[src/rtl/pipeline_ctrl_pkg.sv]
// Shared types and constants for the pipeline stall/flush control slice.
package pipeline_ctrl_pkg;

  localparam int unsigned REG_ADDR_W = 5;
  localparam logic [31:0] NOP_INSTR  = 32'h0000_0013;

  typedef enum logic {
    RUN      = 1'b0,
    MEM_WAIT = 1'b1
  } mem_state_e;

  typedef struct packed {
    logic pc_stall;
    logic if_id_stall;
    logic if_id_flush;
    logic id_ex_stall;
    logic id_ex_flush;
    logic ex_mem_stall;
    logic mem_wb_flush;
  } hazard_ctrl_t;

endpackage

[src/rtl/pipeline_hazard_controller_load_use_detector.sv]
// Flags when the ID instruction reads the destination of a load sitting in EX.
module load_use_detector
  import pipeline_ctrl_pkg::*;
(
  input  logic [REG_ADDR_W-1:0] id_rs1,
  input  logic [REG_ADDR_W-1:0] id_rs2,
  input  logic                  id_uses_rs1,
  input  logic                  id_uses_rs2,
  input  logic                  ex_memory_read,
  input  logic [REG_ADDR_W-1:0] ex_rd,
  output logic                  load_use_c
);

  logic rs1_hit;
  logic rs2_hit;

  // x0 is never a real producer, so a load targeting it cannot create a hazard
  always_comb begin
    rs1_hit    = id_uses_rs1 && (id_rs1 == ex_rd);
    rs2_hit    = id_uses_rs2 && (id_rs2 == ex_rd);
    load_use_c = ex_memory_read && (ex_rd != '0) && (rs1_hit || rs2_hit);
  end

endmodule

[src/rtl/pipeline_hazard_controller.sv]
// Stall/flush sequencer for the 5-stage pipeline: load-use, redirect, fetch
// and data-memory wait handling with a timeout watchdog and stall counter.
module pipeline_hazard_controller
  import pipeline_ctrl_pkg::*;
#(
  parameter int unsigned MEM_TIMEOUT = 255,
  parameter int unsigned TIMEOUT_W   = 8,
  parameter int unsigned PERF_W      = 32
) (
  input  logic                  clk,
  input  logic                  reset,
  input  logic [REG_ADDR_W-1:0] ID_rs1,
  input  logic [REG_ADDR_W-1:0] ID_rs2,
  input  logic                  ID_uses_rs1,
  input  logic                  ID_uses_rs2,
  input  logic                  EX_memory_read,
  input  logic [REG_ADDR_W-1:0] EX_rd,
  input  logic                  EX_redirect,
  input  logic                  MEM_memory_read,
  input  logic                  MEM_memory_write,
  input  logic                  dmem_ready,
  input  logic                  imem_ready,
  output logic                  dmem_request,
  output logic                  pc_stall,
  output logic                  IF_ID_stall,
  output logic                  IF_ID_flush,
  output logic                  ID_EX_stall,
  output logic                  ID_EX_flush,
  output logic                  EX_MEM_stall,
  output logic                  MEM_WB_flush,
  output logic                  mem_timeout_error,
  output logic [PERF_W-1:0]     perf_stall_cycles
);

  mem_state_e            state;
  logic [TIMEOUT_W-1:0]  wait_cnt;
  logic                  mem_op;
  logic                  timeout_fire;
  logic                  mem_stall;
  logic                  load_use;
  hazard_ctrl_t          ctrl;

  load_use_detector u_load_use_detector (
    .id_rs1         (ID_rs1),
    .id_rs2         (ID_rs2),
    .id_uses_rs1    (ID_uses_rs1),
    .id_uses_rs2    (ID_uses_rs2),
    .ex_memory_read (EX_memory_read),
    .ex_rd          (EX_rd),
    .load_use_c     (load_use)
  );

  // The watchdog abort releases the stall in the same cycle it fires
  always_comb begin
    mem_op       = MEM_memory_read | MEM_memory_write;
    timeout_fire = (state == MEM_WAIT) && mem_op && !dmem_ready &&
                   (wait_cnt == TIMEOUT_W'(MEM_TIMEOUT));
    mem_stall    = mem_op && !dmem_ready && !timeout_fire;
  end

  // Priority: memory stall, then redirect, then load-use, then fetch miss
  always_comb begin
    ctrl = '0;
    if (!reset) begin
      if (mem_stall) begin
        ctrl.pc_stall     = 1'b1;
        ctrl.if_id_stall  = 1'b1;
        ctrl.id_ex_stall  = 1'b1;
        ctrl.ex_mem_stall = 1'b1;
        ctrl.mem_wb_flush = 1'b1;
      end else if (EX_redirect) begin
        ctrl.if_id_flush  = 1'b1;
        ctrl.id_ex_flush  = 1'b1;
      end else if (load_use) begin
        ctrl.pc_stall     = 1'b1;
        ctrl.if_id_stall  = 1'b1;
        ctrl.id_ex_flush  = 1'b1;
      end else if (!imem_ready) begin
        ctrl.pc_stall     = 1'b1;
        ctrl.if_id_flush  = 1'b1;
      end
    end
  end

  assign dmem_request = mem_op && !reset;
  assign pc_stall     = ctrl.pc_stall;
  assign IF_ID_stall  = ctrl.if_id_stall;
  assign IF_ID_flush  = ctrl.if_id_flush;
  assign ID_EX_stall  = ctrl.id_ex_stall;
  assign ID_EX_flush  = ctrl.id_ex_flush;
  assign EX_MEM_stall = ctrl.ex_mem_stall;
  assign MEM_WB_flush = ctrl.mem_wb_flush;

  // Data-memory wait FSM, watchdog and stall-cycle counter
  always_ff @(posedge clk) begin
    if (reset) begin
      state             <= RUN;
      wait_cnt          <= '0;
      mem_timeout_error <= 1'b0;
      perf_stall_cycles <= '0;
    end else begin
      if (ctrl.pc_stall) begin
        perf_stall_cycles <= perf_stall_cycles + PERF_W'(1);
      end
      case (state)
        RUN: begin
          if (mem_op && !dmem_ready) begin
            state    <= MEM_WAIT;
            wait_cnt <= TIMEOUT_W'(1);
          end else begin
            wait_cnt <= '0;
          end
        end
        MEM_WAIT: begin
          if (!mem_op || dmem_ready) begin
            state    <= RUN;
            wait_cnt <= '0;
          end else if (timeout_fire) begin
            state             <= RUN;
            wait_cnt          <= '0;
            mem_timeout_error <= 1'b1;
          end else begin
            wait_cnt <= wait_cnt + TIMEOUT_W'(1);
          end
        end
        default: begin
          state    <= RUN;
          wait_cnt <= '0;
        end
      endcase
    end
  end

endmodule

[config.mk]
export PLATFORM = sky130hd
export DESIGN_NAME = pipeline_hazard_controller
export DESIGN_NICKNAME = d
export VERILOG_FILES = /design/src/rtl/pipeline_ctrl_pkg.sv /design/src/rtl/pipeline_hazard_controller_load_use_detector.sv /design/src/rtl/pipeline_hazard_controller.sv
export SDC_FILE = /design/constraint.sdc
export NUM_CORES = 1
export LEC_CHECK = 0
export ABC_AREA = 1
export BUFFER_PORTS_ARGS = -buffer_cell sky130_fd_sc_hd__buf_2
export CAP_MARGIN = 20
export CORE_UTILIZATION = 57
export CTS_BUF_LIST = sky130_fd_sc_hd__clkbuf_4 sky130_fd_sc_hd__clkbuf_8 sky130_fd_sc_hd__clkbuf_16
export CTS_CLUSTER_DIAMETER = 120
export DETAILED_ROUTE_END_ITERATION = 6
export GPL_TIMING_DRIVEN = 0
export PLACE_DENSITY = 0.85
export SLEW_MARGIN = 10
export SYNTH_ARGS = -nofsm -noshare
export SYNTH_HDL_FRONTEND = slang
export SYNTH_SLANG_ARGS = --single-unit
[constraint.sdc]
create_clock -name clk -period 4.9 [get_ports clk]
set_clock_uncertainty 0.15 [all_clocks]
set_input_delay 0.735 -clock clk [delete_from_list [all_inputs] [get_ports clk]]
set_output_delay 0.735 -clock clk [all_outputs]
set_load 0.05 [all_outputs]
==> reports/metrics.yaml, run 1 <==
core_um2: 4090
tightest_slew_ps: 476
syn_inst: 378
grt_max_degree: 13
hold_viol: 0
drc: 0
globalplace.congestion: 0.855
htree_levels: 2
area_growth_syn_to_layout_pct: 20.0
avgViaCountPerCell: 5.14
post-route-period-util: 0.609
ys_seq_area_frac: 0.339
async_reset_ff_frac: 0
wirelength_mm: 5.49
end_kind: "output pin"
cp_slowest_cell: "buf_2"
drive_gt1_frac: 0.251
placed_cell_area_um2: 2860
grt_util_met3: 0.0567
synth-edff-count: 0
wl_per_cell_um: 11.0
busiest_layer: "met2"
drt_iter0_drc: 117
fillers: 338
setup_viol: 0
ys_types: 35
drt_pre_antenna_iters: 4
regToRegEndpoint: "perf_stall_cycles[28]"
ir_worst_vdd_mv: 0.142
avgSynthCellArea_um2: 6.56
crit_type: "primary input to output pin"
hold_end: "mem_timeout_error"
clk_latency_ps: 290
ys.flop_type: "dfxtp_1"
ff2ff_path_depth: 12
netlist_top_cells_count: "nand2_1, nor2_1, dfxtp_1, inv_1"
grt_pass1_vias: 2130
rows: 23
whs_path_depth: 2
setup_tns_ps: 0
synthesis.nets: 405
netlist_area_um2: 2480
cp_common_cell: "nand2_1"
met1_usage: 0.310
cts.clk_slew.worst_paths_ps: 70
fin_nets: 476
holdCritStartpoint: "mem_timeout_error"
critical_path_required_ps: 4010
cts_hold_buf: 0
cts_setup_buffers: 0
final_area_um2: 2980
tritoncts: "done"
worst_setup_path_start_kind: "primary input"
ys_warn_count: 0
antenna_found_initial: 0
die_area_um2: 4620
ys_top_cells_by_area: "dfxtp_1, nand2_1, nor2_1"
setup_ws_ps: 1910
cts.repair.resized: 0
synth_top_area_cell: "dfxtp_1"
finalMaxSlewViolations: 0
crit_chain: "buf_2, inv_2, nand2_1, nand2_1, nor2_1, nand3_1, nand2_1, nand3_2, nand3_4, buf_6, nand2_1, inv_1, buf_2"
netlist.area_leader.share: 0.339
cts_buffers: 5
max_clock_freq_mhz: 335
post-place-cells: 492
timing.hold.ws_ps: 307
ys_ff_latch: 42
rsz0062_at_grt: "false"
diodes: 0
dp_slack_ps: 1910
vias: 2570
reg2reg_from: "perf_stall_cycles[0]"
r2r_slack_ps: 2910
ant_nets: 0
start_util: 0.607
grt_overflow: 0
cts.sinks: 42
p_per_area_nw_per_um2: 243
slew-limit-headroom: 0.683
die_y_um: 68.0
min_path_type: "flip-flop to flip-flop"
ios: 66
run_status: "completed"
cts_buffer_depth: 2
dpl.hpwl_mm: 4.23
globalRouteMet2Util: 0.442
die_w_um: 68.0
power.leakage_uw: 0.00155
path_max_fanout: 10
slowest_delay_ps: 260
worst-endpoint-arrival_ps: 2100
grt_pass1_wl_mm: 9.05
instances_no_fill: 500
track_usage: 0.256
port_buffers: 64
clockRootBuffer: "clkbuf_8"
min_period_ps: 2990
max-cap-violations: 0
synth.most_common_cell: "nand2_1"
==> how the worst max path moves through the flow <==
stage	depth (start not counted)	start	slack [ps]	to
floorplan	6	MEM_memory_write	1780	ID_EX_stall
global placement	13	EX_rd[3]	1930	pc_stall
detailed placement	12	EX_rd[2]	1910	pc_stall
CTS	13	EX_rd[4]	1910	pc_stall
global route	13	EX_rd[4]	1720	pc_stall
finish	13	EX_rd[4]	1910	pc_stall
==> cells in the final DEF, fill, tap and decap left out, drive strengths merged <==
master  Yosys  routed
buf        11      75
nor3        4       4
xor2        3       3
and3        1       1
nand3b      3       3
xnor2       1       1
nor3b       3       3
bufinv      0       1
nand3      37      37
clkinv      2       2
nor2       76      76
ha          2       2
nand4       9       9
o21ai       1       1
nand2     103     103
inv        42      42
clkbuf      1       8
or2         2       2
a21oi      34      34
dfxtp      42      42
o31ai       1       1
==> worst max-delay path, delay by kind of cell <==
kind          cells  cell delay, ps
buf+inv           5             650
simple gates      8             710
==> final cells by class <==
type                       count  area (µm²)  area share
multi-input combinational    280        1400       0.471
tap                           50        62.6      0.0210
buffer                        12        71.3      0.0239
timing repair buffer          64         320       0.108
inverter                      44         165      0.0555
sequential                    42         841       0.282
clock inverter                 1        30.0      0.0101
clock buffer                   7        83.8      0.0282
==> metrics by stage <==
step,power (µW),util
after floorplan,425,-
after global placement,452,0.701
after detailed placement,455,0.701
after CTS,730,0.729
after global routing,754,0.729
final,725,0.729
==> metal layers <==
layer  vias up  routed length (µm)
met3         6                 242
met2        65                2660
met4         0                  56
met5         -                   0
li1       1340                   -
met1      1159                2530
==> power by group <==
group / leakage [µW] / switching, µW / internal (µW)
clock network: 0.0000593 / 115 / 164
registers: 0.000339 / 3.60 / 344
logic: 0.00116 / 67.9 / 31.1
==> kinds of logic after synthesis <==
logic type	synth area share
flip-flops	0.339
buffers and inverters	0.0953
AO/OA/AOI/OAI	0.0736
AND/OR/NAND/NOR	0.468
XOR/XNOR	0.0141
adder cells (fa/ha/maj)	0.0101
==> state kept, by name, summed over array words and instances (netlist names) <==
signal and count:
state 1, wait_cnt 8, mem_timeout_error 1, perf_stall_cycles 32
Power figures use the tool's default switching activity.
==> run 2, diff against run 1 <==
- CORE_UTILIZATION: 57 -> 48
- PLACE_DENSITY: 0.85 -> 0.77
- clock period: 4.9 -> 2.5 ns (I/O delays scaled with it)
==> reports/metrics.yaml, run 2 (same netlist as run 1, synthesis figures left out) <==
run_status: "completed"
core_um2: 4850  # +19%
drt_iter0_drc: 136  # +16%
final_cell_mix: "nand2_1, nor2_1, buf_2, dfxtp_1, inv_1"
top_regs: "perf_stall_cycles (32), wait_cnt (8)"
cts.sinks: 42  # unchanged
max-cap-violations: 0  # unchanged
grt_max_degree: 13  # unchanged
setup_viol: 0  # unchanged
end_kind: "output pin"
final_common_cell: "nand2_1"
crit_type: "flip-flop to output pin"
max_clock_freq_mhz: 420
rows: 25  # +8.7%
area_growth_syn_to_layout_pct: 22.4
power.leakage_uw: 0.00157  # +0.93%
grt_overflow: 0  # unchanged
fin_util: 0.627  # -0.102
wl_per_cell_um: 10.8  # -1.8%
worst-endpoint-arrival_ps: 1860  # -240 ps
ant_nets: 0  # unchanged
reg2reg_from: "perf_stall_cycles[0]"
ir_worst_vdd_mv: 0.316  # +120%
rsz0062_at_grt: "false"
p_per_area_nw_per_um2: 446  # +83%
instances_no_fill: 521  # +4.2%
slowest_delay_ps: 340  # +80 ps
post-route-period-util: 0.953
antenna_found_initial: 0  # unchanged
drt_pre_antenna_iters: 5  # +1
largest_register_ffs: 32  # unchanged
die_w_um: 73.9  # +8.7%
ios: 66  # unchanged
cts_buffers: 5  # unchanged
r2r_slack_ps: 520  # -2390 ps
path_max_fanout: 7  # -3
largest_register: "perf_stall_cycles"
dpl.hpwl_mm: 4.21  # -0.44%
grt_pass1_vias: 2162  # +1.5%
hold_viol: 0  # unchanged
crit_chain: "ha_1, nand2_1, nor2_2, nand4_1, nand2_2, buf_4, nor2_2, buf_4, buf_2"
tightest_slew_ps: 475  # -0.158 ps
clk_latency_ps: 290  # about the same
min_path_type: "primary input to flip-flop"
wirelength_mm: 5.61  # +2.3%
cts_hold_buf: 0  # unchanged
setup_tns_ps: 0  # unchanged
placed_cell_area_um2: 2890  # +0.74%
start_util: 0.512  # -0.0954
track_usage: 0.217  # -0.0391
globalplace.congestion: 0.805  # -5.8%
grt_pass1_wl_mm: 9.37  # +3.5%
worst_setup_path_start_kind: "flip-flop"
finalMaxSlewViolations: 0  # unchanged
drive_gt1_frac: 0.267  # +0.0154
avgViaCountPerCell: 4.89  # -4.9%
cts_buffer_depth: 2  # unchanged
hold_end: "wait_cnt[0]"
diodes: 0  # unchanged
whs_path_depth: 4  # +2
tritoncts: "done"
port_buffers: 64  # unchanged
die_y_um: 73.9  # +8.7%
fin_nets: 480  # +0.84%
clockRootBuffer: "clkbuf_8"
cts.clk_slew.worst_paths_ps: 70  # about the same
slew-limit-headroom: 0.683  # about the same
htree_levels: 2  # unchanged
cp-startpoint: "wait_cnt[0]"
ff2ff_path_depth: 12  # unchanged
drc: 0  # unchanged
die_area_um2: 5460  # +18%
vias: 2548  # -0.86%
post-place-cells: 509  # +3.5%
final_area_um2: 3040  # +2.0%
holdCritStartpoint: "dmem_ready"
cp_slowest_cell: "dfxtp_2"
regToRegEndpoint: "perf_stall_cycles[30]"
critical_path_required_ps: 1980  # -2030 ps
min_period_ps: 2380
==> run 2: cell count changes in the layout (fill, tap and decap cells not counted), sizes merged <==
| cell | change |
|---|---|
| buf | +3 |
| clkbuf | +1 |
| clkinv | +1 |
| bufinv | -1 |
==> run 2: cell type report <==
| type | count | area [µm²] |
|---|---|---|
| buffer | 12 | 75.1 |
| timing repair buffer | 68 | 364 |
| sequential | 42 | 842 |
| fill | 437 | 1810 |
| clock buffer | 7 | 90.1 |
| tap | 67 | 83.8 |
| inverter | 44 | 165 |
| clock inverter | 1 | 5.00 |
| multi-input combinational | 280 | 1410 |
==> run 2: metal layers <==
| metal | GRT usage | part of all wire | vias to the layer above |
|---|---|---|---|
| met1 | 0.290 | 0.48 | 1131 |
| met4 | 0.0769 | 0.011 | 0 |
| met5 | 0 | 0 | - |
| met3 | 0.0370 | 0.045 | 6 |
| li1 | - | - | 1351 |
| met2 | 0.352 | 0.46 | 60 |
==> run 2: repair_timing <==
item                       CTS  global route
pin swaps                    1             3
gates resized for setup      1            12
buffers inserted             1             3
setup endpoints to repair    1             6
==> run 2: how the worst max path moves through the flow <==
stage             endpoint  slack [ps]  cells past startpoint
3_3_place_gp      pc_stall         250                     13
6_report       ID_EX_stall         120                      9
5_1_grt        ID_EX_stall           2                      9
2_1_floorplan  ID_EX_stall          20                      7
3_5_place_dp      pc_stall         220                     10
4_1_cts           pc_stall           5                     10
==> run 2: report_power, final <==
| group | switching [µW] | leakage, µW | total [µW] | internal, µW |
|---|---|---|---|---|
| combinational | 137 | 0.00118 | 209 | 71.7 |
| sequential | 6.94 | 0.000339 | 682 | 675 |
| clock | 230 | 0.0000517 | 464 | 234 |
==> run 2: per-stage QoR <==
step,total power [µW],hold WS (ps),worst slack [ps]
after global placement,888,288,246
after detailed placement,892,294,217
final,1350,215,117
after floorplan,832,302,23.2
after CTS,1350,218,5.04
after global routing,1410,218,2.35
==> run 2: worst max-delay path: cells and delay by family, from the launching register on <==
kind / cells / cell delay, ps
flip-flops: 1 / 340
buffers and inverters: 3 / 530
adder cells (fa/ha/maj): 1 / 200
AND/OR/NAND/NOR: 5 / 490
